--- config.mk ---
export PLATFORM = sky130hd
export DESIGN_NAME = reorder_buffer
export DESIGN_NICKNAME = d
export VERILOG_FILES = /design/src/rtl/rob_pkg.sv /design/src/rtl/rob_lsn_port.sv /design/src/rtl/reorder_buffer.sv
export SDC_FILE = /design/constraint.sdc
export NUM_CORES = 1
export LEC_CHECK = 0
export CAP_MARGIN = 0
export CORE_MARGIN = 3
export CORE_UTILIZATION = 51
export CTS_CLUSTER_DIAMETER = 200
export DETAILED_ROUTE_END_ITERATION = 10
export PLACE_DENSITY = 0.86
export SKIP_CTS_REPAIR_TIMING = 1
export SLEW_MARGIN = 20
export SYNTH_ARGS = -nofsm -noshare
export SYNTH_HDL_FRONTEND = slang
export SYNTH_HIERARCHICAL = 1
export SYNTH_SLANG_ARGS = --single-unit
--- constraint.sdc ---
create_clock -name CLK -period 4.5 [get_ports CLK]
set_input_delay 0.9 -clock CLK [delete_from_list [all_inputs] [get_ports CLK]]
set_output_delay 0.9 -clock CLK [all_outputs]
set_load 0.02 [all_outputs]
--- src/rtl/rob_pkg.sv ---
// Shared definitions for the reorder buffer, its listen ports, the issuer and the RAT.
// Latency: n/a (types and constants only).
// Backpressure: n/a.
package rob_pkg;

    // Listen-port slots on cdb_lsn_* buses
    localparam int LSN_RS1_FETCH = 0;
    localparam int LSN_RS2_FETCH = 1;
    localparam int LSN_RS1_ISSUE = 2;
    localparam int LSN_RS2_ISSUE = 3;

    // Default geometry of one ROB entry
    localparam int ROB_ENTRY_LOG2_DEF  = 2;
    localparam int ARCH_ENTRY_LOG2_DEF = 5;
    localparam int DATA_WIDTH_DEF      = 32;

    // Field layout of a ROB entry, as seen by the issuer and the RAT
    typedef struct packed {
        logic                           busy;
        logic                           done;
        logic [ARCH_ENTRY_LOG2_DEF-1:0] arch_id;
        logic [DATA_WIDTH_DEF-1:0]      data;
    } rob_entry_t;

endpackage

--- src/rtl/rob_lsn_port.sv ---
// One CDB listen lookup: reports whether an entry's result is available, with same-cycle CDB bypass.
// Latency: purely combinational, zero cycles.
// Backpressure: none; answers every query in the cycle it is asked.
// Ports: req/id = query; busy/done/data = ROB entry state; cdb_* = live broadcast; hit/hit_data = answer.
module rob_lsn_port
    import rob_pkg::*;
#(
    parameter  int ROB_ENTRY      = 4,
    parameter  int DATA_WIDTH     = 32,
    localparam int ROB_ENTRY_LOG2 = $clog2(ROB_ENTRY)
) (
    input  logic                                 req,
    input  logic [ROB_ENTRY_LOG2-1:0]            id,
    input  logic [ROB_ENTRY-1:0]                 busy,
    input  logic [ROB_ENTRY-1:0]                 done,
    input  logic [ROB_ENTRY-1:0][DATA_WIDTH-1:0] data,
    input  logic                                 cdb_valid,
    input  logic [ROB_ENTRY_LOG2-1:0]            cdb_id,
    input  logic [DATA_WIDTH-1:0]                cdb_data,
    output logic                                 hit,
    output logic [DATA_WIDTH-1:0]                hit_data
);

    logic cdb_match;

    // A result on the CDB right now is as good as a stored one
    assign cdb_match = cdb_valid && (cdb_id == id);
    assign hit       = req && busy[id] && (done[id] || cdb_match);
    assign hit_data  = cdb_match ? cdb_data : data[id];

endmodule

--- src/rtl/reorder_buffer.sv ---
// Circular reorder buffer: allocates entries, captures CDB results, answers listen queries, retires in order.
// Latency: grant and listen are combinational; a result commits no earlier than the cycle after writeback.
// Backpressure: no grant while full (even if a commit frees a slot that cycle); head holds while cmt_ready=0.
// Ports: rob_* = allocation, cdb_* = writeback and listen, cmt_* = retirement, rob_full/rob_empty = status.
module reorder_buffer
    import rob_pkg::*;
#(
    parameter int ROB_ENTRY       = 4,
    parameter int ARCH_ENTRY      = 32,
    parameter int DATA_WIDTH      = 32,
    parameter int NUM_LSN         = 4,
    parameter int ROB_ENTRY_LOG2  = $clog2(ROB_ENTRY),
    parameter int ARCH_ENTRY_LOG2 = $clog2(ARCH_ENTRY)
) (
    input  logic                              CLK,
    input  logic                              RST,
    input  logic                              flush,
    input  logic                              rob_request,
    input  logic [ARCH_ENTRY_LOG2-1:0]        rob_arch_id,
    output logic                              rob_grant,
    output logic [ROB_ENTRY_LOG2-1:0]         rob_alias_id,
    input  logic                              cdb_valid,
    input  logic [ROB_ENTRY_LOG2-1:0]         cdb_id,
    input  logic [DATA_WIDTH-1:0]             cdb_data,
    input  logic [NUM_LSN-1:0]                cdb_lsn_request,
    input  logic [NUM_LSN*ROB_ENTRY_LOG2-1:0] cdb_lsn_id,
    output logic [NUM_LSN-1:0]                cdb_lsn_hit,
    output logic [NUM_LSN*DATA_WIDTH-1:0]     cdb_lsn_data,
    output logic                              cmt_valid,
    input  logic                              cmt_ready,
    output logic [ARCH_ENTRY_LOG2-1:0]        cmt_arch_id,
    output logic [ROB_ENTRY_LOG2-1:0]         cmt_alias_id,
    output logic [DATA_WIDTH-1:0]             cmt_data,
    output logic                              rob_full,
    output logic                              rob_empty
);

    localparam logic [ROB_ENTRY_LOG2:0] FULL_COUNT = ROB_ENTRY[ROB_ENTRY_LOG2:0];

    logic [ROB_ENTRY-1:0]                      busy;
    logic [ROB_ENTRY-1:0]                      done;
    logic [ROB_ENTRY-1:0][ARCH_ENTRY_LOG2-1:0] arch_id;
    logic [ROB_ENTRY-1:0][DATA_WIDTH-1:0]      data;
    logic [ROB_ENTRY_LOG2-1:0]                 head;
    logic [ROB_ENTRY_LOG2-1:0]                 tail;
    logic [ROB_ENTRY_LOG2:0]                   count;

    logic writeback;
    logic commit;

    // Full is judged on the registered count, so a slot freed by this cycle's commit is not re-granted until next cycle
    assign rob_full     = (count == FULL_COUNT);
    assign rob_empty    = (count == '0);
    assign rob_grant    = rob_request && !rob_full && !flush;
    assign rob_alias_id = tail;

    // Late or duplicate results (entry freed or already done) are dropped
    assign writeback = cdb_valid && busy[cdb_id] && !done[cdb_id];

    assign cmt_valid    = busy[head] && done[head] && !flush;
    assign commit       = cmt_valid && cmt_ready;
    assign cmt_arch_id  = arch_id[head];
    assign cmt_alias_id = head;
    assign cmt_data     = data[head];

    always_ff @(posedge CLK) begin
        if (RST) begin
            busy    <= '0;
            done    <= '0;
            arch_id <= '0;
            data    <= '0;
            head    <= '0;
            tail    <= '0;
            count   <= '0;
        end else if (flush) begin
            // Stale arch_id/data/done are left in place; busy=0 hides them
            busy  <= '0;
            head  <= '0;
            tail  <= '0;
            count <= '0;
        end else begin
            // Grant targets a free slot and writeback a busy one, so they never collide
            if (rob_grant) begin
                busy[tail]    <= 1'b1;
                done[tail]    <= 1'b0;
                arch_id[tail] <= rob_arch_id;
                tail          <= tail + 1'b1;
            end
            if (writeback) begin
                done[cdb_id] <= 1'b1;
                data[cdb_id] <= cdb_data;
            end
            if (commit) begin
                busy[head] <= 1'b0;
                head       <= head + 1'b1;
            end
            case ({rob_grant, commit})
                2'b10:   count <= count + 1'b1;
                2'b01:   count <= count - 1'b1;
                default: count <= count;
            endcase
        end
    end

    for (genvar k = 0; k < NUM_LSN; k++) begin : g_lsn
        rob_lsn_port #(
            .ROB_ENTRY  (ROB_ENTRY),
            .DATA_WIDTH (DATA_WIDTH)
        ) u_lsn (
            .req       (cdb_lsn_request[k]),
            .id        (cdb_lsn_id[k*ROB_ENTRY_LOG2 +: ROB_ENTRY_LOG2]),
            .busy      (busy),
            .done      (done),
            .data      (data),
            .cdb_valid (cdb_valid),
            .cdb_id    (cdb_id),
            .cdb_data  (cdb_data),
            .hit       (cdb_lsn_hit[k]),
            .hit_data  (cdb_lsn_data[k*DATA_WIDTH +: DATA_WIDTH])
        );
    end

endmodule

==> flow_summary_export.csv, run 1 <==
group,metric,value,unit
outcome,status,"finished, final reports clean",
detailed_routing,wl,37360,um
worst_setup_path,r2r_cells,9,
global_route,grt_usage,28.11,%
synth,synth-seq-cells,163,
worst_hold_path,hold-path-endpoint,"arch_id[7]",
pwr,p_per_area,232.4,nW/um^2
timing,final.min_clock_period,4.055,ns
clocking,cts.sinks,163,
global_route,antenna_found_initial,1,
place,place_congestion,0.8588,
synth,synth-edff-count,0,
synth,yosys_most_used_dff,"dfxtp_1",
global_route,grt_pass1_wl,57930,um
worst_setup_path,cp.arrival,3.16,ns
worst_setup_path,worstSetupPathType,"in2out",
layout,nNetsFinal,1347,
worst_setup_path,r2r_start,"cmt_alias_id[1]",
worst_hold_path,whs_path_depth,2,
global_route,grt_max_degree,81,
pwr,power_leakage,5.667,nW
layout,drive_gt1_share,27.94,%
floorplanning,chipHeight,161.9,um
synth,ys_seq_area_share,26.33,%
floorplanning,ios,234,
detailed_routing,drt-initial-drc-count,875,
worst_setup_path,worstSetupStartpoint,"cdb_id[0]",
synth,synthArstFlopShare,0,%
timing,setup_slack,0.4446,ns
synth,syn_inst,1104,
global_route,overflow,0,
synth,synth_cell_type_count,40,
timing,tns,0,ns
worst_setup_path,reg2reg_slack,1.43,ns
detailed_routing,drt-pass1-iter-count,5,
floorplanning,fp.coreArea,23680,um^2
global_route,grt_pass1_vias,10300,
run,drv_cap,0,
synth,netlist_area,12390,um^2
timing,finalCritPeriodShare,90.12,%
synth,yosys_warnings,6,
detailed_routing,drc_errors,0,
place,post-dp-hpwl,24120,um
clocking,htree_levels,4,
synth,avgSynthCellArea,11.23,um^2
worst_setup_path,worstPathRequired,3.60,ns
timing,setup_violations,0,
timing,final_max_slew_viol_count,0,
worst_setup_path,crit_path_end_kind,"primary output",
worst_setup_path,regToRegEndpoint,"count[2]",
place,place_ws,0.4430,ns
place,port_buffers,233,
timing,clock_skew,0.007040,ns
floorplanning,dieArea,26210,um^2
worst_setup_path,start_kind,"input port",
clocking,clk-insertion-delay-late,0.42,ns
clocking,cts-root-buf,"clkbuf_16",
timing,max_freq,246.6,MHz
detailed_routing,vias_per_cell,6.417,
timing,finalHoldViolCount,0,
synth,syn_nets,1171,
clocking,cts_tree,"yes",
timing,tightest_slew,0.9685,ns
worst_setup_path,critPathMaxFanout,18,
worst_hold_path,timing.hold.worst.class,"reg2reg",
timing,rsz0062_at_grt,"no",
clocking,clockBufferDepth,2,
detailed_routing,postRouteAntennaNets,0,
detailed_routing,wl_per_cell,23.19,um
detailed_routing,vias,10340,
layout,area_growth,23.98,%
floorplanning,die_x,161.9,um
worst_hold_path,hold_start,"arch_id[7]",
clocking,clkTransAtPathRegs,0.06,ns
clocking,cts_buffers,17,
floorplanning,rows,56,
floorplanning,initial_core_util,52.33,%
layout,num_antenna_cells,0,
timing,whs,0.4985,ns
pwr,ir_worst_vdd,0.0002177,V
timing,slew_headroom,35.36,%
layout by cell type, fill, tap and decap left out, types with 3 or more instances in the layout:
cell               n
nand2_1          267
clkdlybuf4s50_1  224
dfxtp_1          161
mux4_2           151
a21oi_1          141
mux2_4           113
nor2_1            33
mux4_1            23
mux2i_1           20
buf_4             20
clkbuf_16         18
inv_1             16
mux2_2            13
nand3_2           10
xnor2_1            9
ha_1               9
buf_2              8
buf_12             6
a221oi_1           4
mux2_1             4
o21ai_0            3
bufinv_16          3
clkbuf_1           3
Yosys cell counts (all sizes together), types with 2 or more instances:
cell type | count | area [um^2]
a21oi | 141 | 705.7
xor2 | 2 | 17.52
nand2 | 267 | 1002
mux2i | 20 | 200.2
ha | 9 | 112.6
dfxtp | 163 | 3263
nor2 | 34 | 135.1
buf | 68 | 495.5
nand3b | 2 | 15.01
mux2 | 130 | 1888
o21ai | 3 | 15.01
and3 | 2 | 12.51
nor3 | 2 | 15.01
a221oi | 4 | 35.03
xnor2 | 9 | 78.83
clkbuf | 33 | 123.9
or3 | 2 | 12.51
inv | 17 | 66.32
mux4 | 174 | 4005
nand3 | 12 | 100.1
power breakdown:
part           internal [mW]  switching [mW]  leakage (nW)
Sequential              1.45         0.00518          1.31
Combinational          0.292           0.319          4.06
Clock                  0.932           0.573         0.294
cell families after synthesis:
kind of cell    share of synthesized area, %
buf+inv                                5.533
flops                                  26.33
fa+ha+maj                              1.070
mux                                    49.17
compound gates                         6.098
xor+xnor                              0.7774
simple gates                           11.02
per-stage QoR:
step	instances	instance area (um^2)	total power, mW	utilization [%]
3_5_place_dp	1580	14750	2.094	62.29
2_1_floorplan	1104	12390	1.852	-
5_1_grt	1611	15360	3.662	64.88
4_1_cts	1611	15360	3.579	64.88
3_3_place_gp	1580	14750	2.083	62.29
6_report	1611	15360	3.570	64.88
sequential cells by signal (all words and copies together) (netlist names):
| signal | cells |
|---|---|
| cmt_alias_id | 2 |
| done | 4 |
| arch_id | 20 |
| count | 3 |
| data | 128 |
| busy | 4 |
| rob_alias_id | 2 |
layer usage:
layer | vias to the layer above | routed length (um) | track usage (%) | share of wire (%)
met1 | 5090 | 13230 | 34.55 | 35
li1 | 4467 | - | - | -
met4 | 2 | 1214 | 10.82 | 3.2
met2 | 679 | 18890 | 48.68 | 51
met5 | - | 13 | 0 | 0.035
met3 | 100 | 4012 | 5.993 | 11
cell type report:
| class | instances | area (um^2) |
|---|---|---|
| clock buffer | 23 | 489.2 |
| clock inverter | 8 | 123.9 |
| fill | 1782 | 8318 |
| inverter | 17 | 66.31 |
| multi-input combinational | 823 | 8466 |
| sequential | 163 | 3268 |
| tap | 319 | 399.1 |
| timing repair buffer | 258 | 2552 |
worst max-delay path, cell delays in order:
cell and delay (ns):
clkdlybuf4s50_1 0.71, xnor2_1 0.14, nand3_2 0.11, buf_4 0.39
mux2_4 0.34, clkdlybuf4s50_1 0.55
how the worst max path moves through the flow:
stage	cells after the start	to	slack, ns
detailed placement	6	cdb_lsn_data[58]	0.44
finish	6	cdb_lsn_data[58]	0.44
floorplan	4	cdb_lsn_data[100]	1.57
global placement	6	cdb_lsn_data[45]	0.49
CTS	6	cdb_lsn_data[58]	0.44
global route	6	cdb_lsn_data[58]	0.37
Note: power is estimated with default switching activity, not from simulation.
==> run 2, diff against run 1 <==
--- a/config.mk
+++ b/config.mk
@@ -6,7 +6,7 @@
 export NUM_CORES = 1
 export LEC_CHECK = 0
 export CAP_MARGIN = 0
-export CORE_MARGIN = 3
+export CORE_MARGIN = 1.5
 export CORE_UTILIZATION = 51
 export CTS_CLUSTER_DIAMETER = 200
 export DETAILED_ROUTE_END_ITERATION = 10
==> run 2 against run 1 <==
Compared with the run above: via count shrank 0.27%; largest power group unchanged; critical endpoint is now cdb_lsn_data[64]; first-iteration DRC count fell by 0.91%; sequential share of layout area fell by 0.073 points; combinational power barely moved; sequential cell count unchanged; cell count stayed put; die area decreased by 3.7%.
==> flow_summary_export.csv, run 2 (synthesis gave the netlist of run 1 again) <==
group,metric,value,unit
layout,fillCellCount,1786,
layout,final_common_cell,"nand2_1",
pwr,internal_power,2.720,mW
pwr,ir_worst_vdd,0.0002527,V
floorplanning,fp.coreArea,23680,um^2
timing,finalHoldViolCount,0,
layout,largest_reg_flops,128,
detailed_routing,vias,10310,
timing,final.min_clock_period,4.044,ns
global_route,grtUsageMet3,6.531,%
clocking,cts_buffers,17,
floorplanning,die_x,158.9,um
pwr,switching_power,0.9087,mW
worst_setup_path,crit_path_max_incr_delay,0.71,ns
clocking,cts.sinks,163,
global_route,grt.met1_usage,34.81,%
detailed_routing,wl,37330,um
worst_setup_path,crit_path_end_kind,"primary output",
worst_setup_path,critPathMaxFanout,15,
timing,final_max_slew_viol_count,0,
worst_setup_path,critPathTopFamily,"buffers and inverters",
timing,tightest_slew,0.9661,ns
place,port_buffers,233,
worst_setup_path,cp.depth,6,
pwr,switching_share,25.04,%
detailed_routing,postRouteAntennaNets,0,
worst_setup_path,start_kind,"input port",
global_route,gr-max-usage-layer,"met2",
worst_setup_path,crit_buf_inv,3,
global_route,overflow,0,
timing,clock_skew,0.008447,ns
worst_setup_path,r2r_cells,9,
floorplanning,initial_core_util,52.33,%
worst_setup_path,worstSetupPathType,"in2out",
clocking,clkTransAtPathRegs,0.06,ns
timing,max_freq,247.3,MHz
layout,drive_gt1_share,27.94,%
timing,setup_violations,0,
pwr,power_leakage,5.686,nW
detailed_routing,wl_per_cell,23.17,um
timing,finalCritPeriodShare,89.86,%
worst_setup_path,cp_slowest_cell,"clkdlybuf4s50_1",
timing,rsz0062_at_grt,"no",
worst_setup_path,worstPathRequired,3.60,ns
clocking,clockBufferDepth,2,
floorplanning,rows,56,
layout,area_growth,24.40,%
place,place_congestion,0.8188,
layout,max_flop_register,"data",
global_route,grt_max_degree,79,
place,place_ws,0.4679,ns
timing,tns,0,ns
floorplanning,ios,234,
floorplanning,chipHeight,158.9,um
timing,slew_headroom,35.52,%
run,drv_cap,0,
detailed_routing,drt-pass1-iter-count,5,
worst_hold_path,whs_path_depth,2,
layout,reg_top3,"data (128), arch_id (20)",
detailed_routing,drt-initial-drc-count,867,
clocking,clk-insertion-delay-late,0.42,ns
place,post-dp-hpwl,24170,um
detailed_routing,drc_errors,0,
global_route,grt_usage,29.64,%
pwr,clock_power_share,43.1,%
clocking,cts-root-buf,"clkbuf_16",
floorplanning,dieArea,25240,um^2
worst_setup_path,path_cells,"clkdlybuf4s50_1 > xnor2_1 > nand3_2 > buf_4 > mux2_2 > clkdlybuf4s50_1",
detailed_routing,vias_per_cell,6.400,
layout,num_antenna_cells,0,
pwr,pwr-share-seq,40.0,%
outcome,status,"finished, final reports clean",
layout,most-common-layout-cells,"267 x nand2_1, 224 x clkdlybuf4s50_1, 161 x dfxtp_1",
clocking,htree_levels,4,
timing,setup_slack,0.4561,ns
worst_setup_path,crit_top_cell,"clkdlybuf4s50_1",
clocking,cts_tree,"yes",
global_route,grt_pass1_wl,58630,um
global_route,use_met2,51.67,%
pwr,p_per_area,235.4,nW/um^2
global_route,grt_pass1_vias,10370,
worst_hold_path,timing.hold.worst.class,"reg2reg",
layout,nNetsFinal,1348,
pwr,pwr-share-comb,16.9,%
global_route,antenna_found_initial,0,
worst_setup_path,cp.arrival,3.14,ns
[run 2: changes by cell type in the layout (fill, tap and decap cells not counted), sizes merged]
cell,previous run,this run
bufinv,3,5
clkbuf,23,20
buf,34,35
[run 2: stage by stage]
| step | utilization (%) | std cells | cell area [um^2] | hold WS [ns] | power [mW] |
|---|---|---|---|---|---|
| 6_report | 65.10 | 1611 | 15420 | 0.4924 | 3.629 |
| 5_1_grt | 65.10 | 1611 | 15420 | 0.5172 | 3.738 |
| 4_1_cts | 65.10 | 1611 | 15420 | 0.4987 | 3.647 |
| 3_5_place_dp | 62.48 | 1581 | 14800 | 0.4835 | 2.095 |
| 3_3_place_gp | 62.48 | 1581 | 14800 | 0.4681 | 2.086 |
| 2_1_floorplan | - | 1104 | 12390 | 0.4547 | 1.852 |
[run 2: power groups by stage]
| stage | Sequential [mW] | Clock (mW) | Combinational [mW] |
|---|---|---|---|
| 2_1_floorplan | 1.48 | 0 | 0.368 |
| 3_3_place_gp | 1.48 | 0 | 0.602 |
| 3_5_place_dp | 1.49 | 0 | 0.610 |
| 4_1_cts | 1.45 | 1.58 | 0.613 |
| 5_1_grt | 1.45 | 1.65 | 0.639 |
| 6_report | 1.45 | 1.56 | 0.614 |
[run 2: worst paths after layout]
kind,start,to,slack (ns)
setup / recovery,cdb_id[0],cdb_lsn_data[64],0.46
hold / removal,arch_id[2],arch_id[2],0.49
setup reg to reg,cmt_alias_id[0],count[2],1.45
hold reg to reg,arch_id[2],arch_id[2],0.49
[run 2: cell type report]
type                    count  area (um^2)  share of cell area [%]
clock buffers              20        436.7                   2.832
clock inverters            10        183.9                   1.193
inverters                  17        66.31                  0.4301
multi-input cells         823         8466                   54.91
flip-flops and latches    163         3268                   21.20
well taps                 319        399.1                   2.589
repair buffers            259         2597                   16.85
[run 2: worst min-delay path: stages, from the launching register on]
cell and delay [ns]:
dfxtp_1 0.32, mux2i_1 0.07, nor2_1 0.07
[run 2: layer usage]
layer / vias to the layer above / wire (um)
met2: 665 / 19050
met5: - / 0
met4: 0 / 1288
met3: 103 / 3534
met1: 5064 / 13460
li1: 4478 / -
